--- src/rtl/spm_page_writer_pkg.sv ---
// Shared definitions for the SPM page writer.
// Holds the FSM state encoding, the default geometry and erase value,
// and the page-size helper used by the writer and its page buffer.
package spm_page_writer_pkg;

    localparam int WORD_SIZE_DEF = 16;
    localparam int ADDR_W_DEF    = 13;
    localparam int PAGE_W_DEF    = 6;

    // Value an erased program word reads back as. It is also the clear value of the buffer.
    localparam logic [WORD_SIZE_DEF-1:0] ERASE_VAL_DEF = '1;

    localparam logic [1:0] ST_IDLE  = 2'd0;
    localparam logic [1:0] ST_ERASE = 2'd1;
    localparam logic [1:0] ST_WRITE = 2'd2;

    function automatic int page_words(input int page_w);
        return 1 << page_w;
    endfunction

    localparam int PAGE_WORDS_DEF = page_words(PAGE_W_DEF);

endpackage

--- src/rtl/spm_page_buf.sv ---
// One-page temporary buffer for the SPM writer.
// Ports:
//   clk_i, rst_ni      clock and async active-low reset (reset fills with ERASE_VAL)
//   we_i/waddr_i/wdata_i  single write port
//   clr_i              synchronous clear of every word to ERASE_VAL (wins over we_i)
//   raddr_i/rdata_o    asynchronous read port
module spm_page_buf
    import spm_page_writer_pkg::*;
#(
    parameter int                   WORD_SIZE = WORD_SIZE_DEF,
    parameter int                   PAGE_W    = PAGE_W_DEF,
    parameter logic [WORD_SIZE-1:0] ERASE_VAL = '1
) (
    input  logic                 clk_i,
    input  logic                 rst_ni,
    input  logic                 we_i,
    input  logic [PAGE_W-1:0]    waddr_i,
    input  logic [WORD_SIZE-1:0] wdata_i,
    input  logic                 clr_i,
    input  logic [PAGE_W-1:0]    raddr_i,
    output logic [WORD_SIZE-1:0] rdata_o
);

    localparam int DEPTH = page_words(PAGE_W);

    logic [DEPTH-1:0][WORD_SIZE-1:0] mem_q, mem_d;

    always_comb begin
        mem_d = mem_q;
        if (clr_i) begin
            mem_d = {DEPTH{ERASE_VAL}};
        end else if (we_i) begin
            mem_d[waddr_i] = wdata_i;
        end
    end

    always_ff @(posedge clk_i or negedge rst_ni) begin
        if (!rst_ni) begin
            mem_q <= {DEPTH{ERASE_VAL}};
        end else begin
            mem_q <= mem_d;
        end
    end

    assign rdata_o = mem_q[raddr_i];

endmodule

--- src/rtl/spm_page_writer.sv ---
// Self-programming page writer: initiator of the program memory write port.
// The CPU fills a one-page buffer, then requests a page erase or page write;
// the page is streamed to program memory at one word per clock.
// Ports:
//   clk_i, rst_ni                 clock, async active-low reset
//   fill_i/off_i/data_i           buffer fill request
//   erase_i, write_i, page_i      page commands (page sampled at accept)
//   busy_o, done_o, rej_o         status: op running, completion pulse, dropped-request pulse
//   pm_addr_o/pm_data_o/pm_we_o   program memory write port (all registered)
module spm_page_writer
    import spm_page_writer_pkg::*;
#(
    parameter int                   WORD_SIZE = WORD_SIZE_DEF,
    parameter int                   ADDR_W    = ADDR_W_DEF,
    parameter int                   PAGE_W    = PAGE_W_DEF,
    parameter logic [WORD_SIZE-1:0] ERASE_VAL = '1
) (
    input  logic                     clk_i,
    input  logic                     rst_ni,
    input  logic                     fill_i,
    input  logic                     erase_i,
    input  logic                     write_i,
    input  logic [ADDR_W-PAGE_W-1:0] page_i,
    input  logic [PAGE_W-1:0]        off_i,
    input  logic [WORD_SIZE-1:0]     data_i,
    output logic                     busy_o,
    output logic                     done_o,
    output logic                     rej_o,
    output logic [ADDR_W-1:0]        pm_addr_o,
    output logic [WORD_SIZE-1:0]     pm_data_o,
    output logic                     pm_we_o
);

    localparam int                PG_W     = ADDR_W - PAGE_W;
    localparam logic [PAGE_W-1:0] LAST_OFF = '1;

    logic [1:0]           state_q, state_d;
    logic [PG_W-1:0]      page_q, page_d;
    logic [PAGE_W-1:0]    off_q, off_d;
    logic                 busy_q, busy_d;
    logic                 done_q, done_d;
    logic                 rej_q, rej_d;
    logic                 pm_we_q, pm_we_d;
    logic [ADDR_W-1:0]    pm_addr_q, pm_addr_d;
    logic [WORD_SIZE-1:0] pm_data_q, pm_data_d;

    logic                 buf_we, buf_clr;
    logic [PAGE_W-1:0]    rd_off, next_off;
    logic [WORD_SIZE-1:0] rd_data;

    // off_q is the offset currently on the PM port; the buffer is read one word
    // ahead so that the registered data lines up with the registered address.
    // PAGE_W-bit add: wraps inside the page, never carries into the page field.
    assign next_off = off_q + 1'b1;

    always_comb begin
        state_d   = state_q;
        page_d    = page_q;
        off_d     = off_q;
        busy_d    = busy_q;
        done_d    = 1'b0;
        rej_d     = 1'b0;
        pm_we_d   = pm_we_q;
        pm_addr_d = pm_addr_q;
        pm_data_d = pm_data_q;
        buf_we    = 1'b0;
        buf_clr   = 1'b0;
        rd_off    = next_off;

        case (state_q)
            ST_IDLE: begin
                rd_off = '0;
                if (erase_i || write_i) begin
                    state_d   = erase_i ? ST_ERASE : ST_WRITE;
                    page_d    = page_i;
                    off_d     = '0;
                    busy_d    = 1'b1;
                    pm_we_d   = 1'b1;
                    pm_addr_d = {page_i, {PAGE_W{1'b0}}};
                    pm_data_d = erase_i ? ERASE_VAL : rd_data;
                    rej_d     = fill_i || (erase_i && write_i);
                end else if (fill_i) begin
                    buf_we = 1'b1;
                end
            end
            ST_ERASE, ST_WRITE: begin
                rej_d = fill_i || erase_i || write_i;
                if (off_q == LAST_OFF) begin
                    // The edge after the last word ends the op; a write also
                    // clears the buffer on that same edge.
                    state_d = ST_IDLE;
                    busy_d  = 1'b0;
                    pm_we_d = 1'b0;
                    done_d  = 1'b1;
                    buf_clr = (state_q == ST_WRITE);
                end else begin
                    off_d     = next_off;
                    pm_addr_d = {page_q, next_off};
                    pm_data_d = (state_q == ST_WRITE) ? rd_data : ERASE_VAL;
                end
            end
            default: begin
                state_d = ST_IDLE;
                busy_d  = 1'b0;
                pm_we_d = 1'b0;
            end
        endcase
    end

    always_ff @(posedge clk_i or negedge rst_ni) begin
        if (!rst_ni) begin
            state_q   <= ST_IDLE;
            page_q    <= '0;
            off_q     <= '0;
            busy_q    <= 1'b0;
            done_q    <= 1'b0;
            rej_q     <= 1'b0;
            pm_we_q   <= 1'b0;
            pm_addr_q <= '0;
            pm_data_q <= '0;
        end else begin
            state_q   <= state_d;
            page_q    <= page_d;
            off_q     <= off_d;
            busy_q    <= busy_d;
            done_q    <= done_d;
            rej_q     <= rej_d;
            pm_we_q   <= pm_we_d;
            pm_addr_q <= pm_addr_d;
            pm_data_q <= pm_data_d;
        end
    end

    spm_page_buf #(
        .WORD_SIZE (WORD_SIZE),
        .PAGE_W    (PAGE_W),
        .ERASE_VAL (ERASE_VAL)
    ) u_buf (
        .clk_i   (clk_i),
        .rst_ni  (rst_ni),
        .we_i    (buf_we),
        .waddr_i (off_i),
        .wdata_i (data_i),
        .clr_i   (buf_clr),
        .raddr_i (rd_off),
        .rdata_o (rd_data)
    );

    assign busy_o    = busy_q;
    assign done_o    = done_q;
    assign rej_o     = rej_q;
    assign pm_we_o   = pm_we_q;
    assign pm_addr_o = pm_addr_q;
    assign pm_data_o = pm_data_q;

endmodule

--- config.mk ---
export PLATFORM = sky130hd
export DESIGN_NAME = spm_page_writer
export DESIGN_NICKNAME = d
export VERILOG_FILES = /design/src/rtl/spm_page_writer_pkg.sv /design/src/rtl/spm_page_buf.sv /design/src/rtl/spm_page_writer.sv
export SDC_FILE = /design/constraint.sdc
export NUM_CORES = 2
export LEC_CHECK = 0
export BUFFER_PORTS_ARGS = -buffer_cell sky130_fd_sc_hd__buf_2
export CORE_MARGIN = 5
export CORE_UTILIZATION = 47
export DETAILED_ROUTE_END_ITERATION = 10
export PLACE_DENSITY_LB_ADDON = 0.12
export SETUP_SLACK_MARGIN = 0.1
export SLEW_MARGIN = 30
export SYNTH_ARGS = -nofsm -noshare
export SYNTH_HDL_FRONTEND = slang
export SYNTH_HIERARCHICAL = 1
export SYNTH_SLANG_ARGS = --single-unit
--- constraint.sdc ---
create_clock -name clk_i -period 4.1 [get_ports clk_i]
set_clock_uncertainty 0.05 [all_clocks]
set_input_delay 0.82 -clock clk_i [delete_from_list [all_inputs] [get_ports clk_i]]
set_output_delay 0.82 -clock clk_i [all_outputs]
set_load 0.05 [all_outputs]
==> impl_results.md <==
* Most frequent cell after synthesis: dfstp_2
* Vias in the first global route at 37.3k
* Fmax at 251 MHz
* Tcrit/Tclk final at 0.973
* Via density at 6.03
* Die area at 0.121 mm2
* Final-report setup violation count at 0
* DRC violation total after the first TritonRoute iteration at 3402
* Post-synth EDFFs at 0
* Routed via count at 37.7k
* Layout cells sized above 1 at 0.424
* Synth Area in Simple Gates at 0.178
* CORE AREA at 0.114 mm2
* Share of synthesized area spent on multiplexers at 0.154
* RR Startpoint: state_q[0]
* Number of fillers in the final layout at 9895
* Synth warnings at 6
* Worst-path maximum fanout at 59
* Synth top area cells: dfstp_2 50%, mux4_2 9.6%, a211o_1 6.2%
* Hold Path Class: in2async
* Required @ worst endpoint at 4630 ps
* Ports at 67
* First-pass GRT wire length at 259 mm
* ANT nets after route at 0
* Max cap viols at 0
* Most frequent cells after synthesis: 1024 x dfstp_2, 698 x nand2_1, 380 x a211o_1
* Post-synth ARST share at 1.00
* Residual DRC count at 0
* Status: complete, no violations
* Rel. slew slack at 0.286
* Mapped Cells at 4677
* Worst skew pair latency at 720 ps
* Synth Area in Compound Gates at 0.104
* Final GP Congestion at 0.912
* CTS Sinks at 1065
* Largest area contributor in the netlist: dfstp_2
* Peak VDD IR at 361 uV
* Max Slew Vio Count at 0
* Clk root buf: clkbuf_16
* Num CTS Buffers at 118
* Register bit count reported by yosys at 1065
* Nets at 4675
* Seq. cell area at 0.0279 mm2
* RSZ-0062 raised after global routing: yes
* Synth Area in Adders at 0.000932
* Mean Syn Cell Area at 11.5 um2
* Clk slew on worst S/H paths at 60 ps
* Element type at the critical path end: flip-flop
* Largest net degree at the start of global routing at 210
* Max clock buf depth at 3
* TritonCTS clock tree: built
* Sequential share of the synthesized area at 0.520
* Cells on worst reg2reg path at 12
* Hold WS at 303 ps
* Initial Utilization at 0.471
* Post-synth cell types at 65
* Kind of critical path: reg2reg
* Mapped Nets at 4715
* Finished Cell Area at 0.0603 mm2
* Worst R2R End: pm_data_o[0]
* Wirelength, routed at 173 mm
* GR Util All Layers at 0.282
* Initial antenna violation count at 9
* Area share of the largest cell type after synthesis at 0.501
* Worst slew pin tran at 1070 ps
* Die width at 348 um
* Area growth from synthesis to layout at 12.3%
* Cell area power density at 507 mW/mm2
* Synthesized area at 0.0537 mm2
* Largest family of logic cells by synthesized area: simple AND/OR/NAND/NOR gates
* Leakage at 26.7 nW
* Tmin final at 3990 ps
* TNS Setup at 0 ps
* Final Hold Viols at 0
* Global route overflow at 0
* Chip Height at 348 um
* Critical Path AT at 4520 ps
* Xor/xnor cell area share of the yosys netlist at 0.000326
* Power, Total at 0.0306 W
* Router iterations before antenna repair at 6
* Type of origin of the critical path: flip-flop
* Wire per inst at 27.7 um
* Buffers on Ports at 66
* Multi-input gate area at 0.0236 mm2
* Top_reg_cell synth: dfstp_2
* Post-place instance area at 0.0563 mm2
* Final Core Density at 0.530
* Core Rows at 124
* Reg-to-reg slack, setup at 110 ps
* DP Wirelength at 110 mm
* CTS H-tree lvls at 3
## state kept, by name (all words and copies together) (netlist names)
register and cells:
page_q 7, pm_we_o 1, rej_o 1, u_buf/mem_q 1024, pm_addr_o 8, done_o 1, off_q 5, pm_data_o 16
state_q 2
## report_power, final
group / switching, W / leakage, nW / internal (W) / total (W)
clock: 0.00446 / 1.95 / 0.00634 / 0.0108
sequential: 0.000548 / 11.0 / 0.0118 / 0.0123
combinational: 0.00454 / 13.7 / 0.00294 / 0.00748
total: 0.00955 / 26.7 / 0.0211 / 0.0306
## stage by stage
| stage | cells | setup WS [ps] |
|---|---|---|
| 4_1_cts | 6249 | 147 |
| 2_1_floorplan | 4677 | 1050 |
| 5_1_grt | 6249 | 69.8 |
| 6_report | 6251 | 112 |
| 3_5_place_dp | 6029 | 113 |
| 3_3_place_gp | 6029 | 57.7 |
## worst max-delay path: stages, from the launching register on
cell	delay, ps
dfrtp_1	380
inv_1	80
ha_1	340
buf_4	230
a21oi_4	300
buf_12	410
buf_4	320
mux4_2	370
a22oi_1	470
nand3_2	380
o211a_1	230
a21oi_1	110
mux2i_1	100
## area by class of cell
type | count | area share
clock buffers | 186 | 0.0601
flip-flops and latches | 1065 | 0.463
repair buffers | 304 | 0.0465
diodes | 2 | 0.0000830
inverters | 26 | 0.00162
clock inverters | 34 | 0.00558
multi-input cells | 3122 | 0.392
well taps | 1512 | 0.0314
## placed cells by master, fill, tap and decap left out, drive strengths merged, types with 21 or more instances in the layout
cell type,count
dfstp,1024
nand2,698
a211o,380
nor2b,357
nand3b,317
nor2,312
buf,304
a21oi,236
mux4,228
clkbuf,186
mux2,180
mux2i,113
a22oi,43
dfrtp,41
and3,40
or2,27
inv,26
o21ai,25
clkinv,24
nand2b,21
## worst max-delay path by stage
stage	start	end	slack, ps	cells after the start
after global placement	state_q[1]	pm_data_o[0]	60	12
after CTS	state_q[0]	pm_data_o[5]	150	12
final	state_q[0]	pm_data_o[0]	110	12
after floorplan	off_q[0]	pm_data_o[10]	1050	14
after detailed placement	state_q[1]	pm_data_o[0]	110	12
after global routing	state_q[1]	pm_data_o[0]	70	12
## cells by family after synthesis
logic type,count (synthesis)
and+or+nand+nor,1836
DFF,1065
AOI/OAI and AO/OA,759
muxes,521
buffers and inverters,490
adders and majority gates,4
xor gates and xnor gates,2
## per-layer routing
layer / vias up / track usage / wire [um]
li1: 16416 / - / -
met1: 19746 / 0.412 / 78600
met2: 1259 / 0.430 / 77400
met3: 255 / 0.0519 / 11400
met4: 6 / 0.0902 / 5910
met5: - / 0 / 48
## timing repair
action                     in CTS  in global routing
hold endpoints to repair        0                  0
resized for setup               1                  4
setup endpoints to repair       1                  5
buffers inserted                0                  0
hold buffers                    0                  0
No activity file was read; power rests on OpenSTA's default activity.
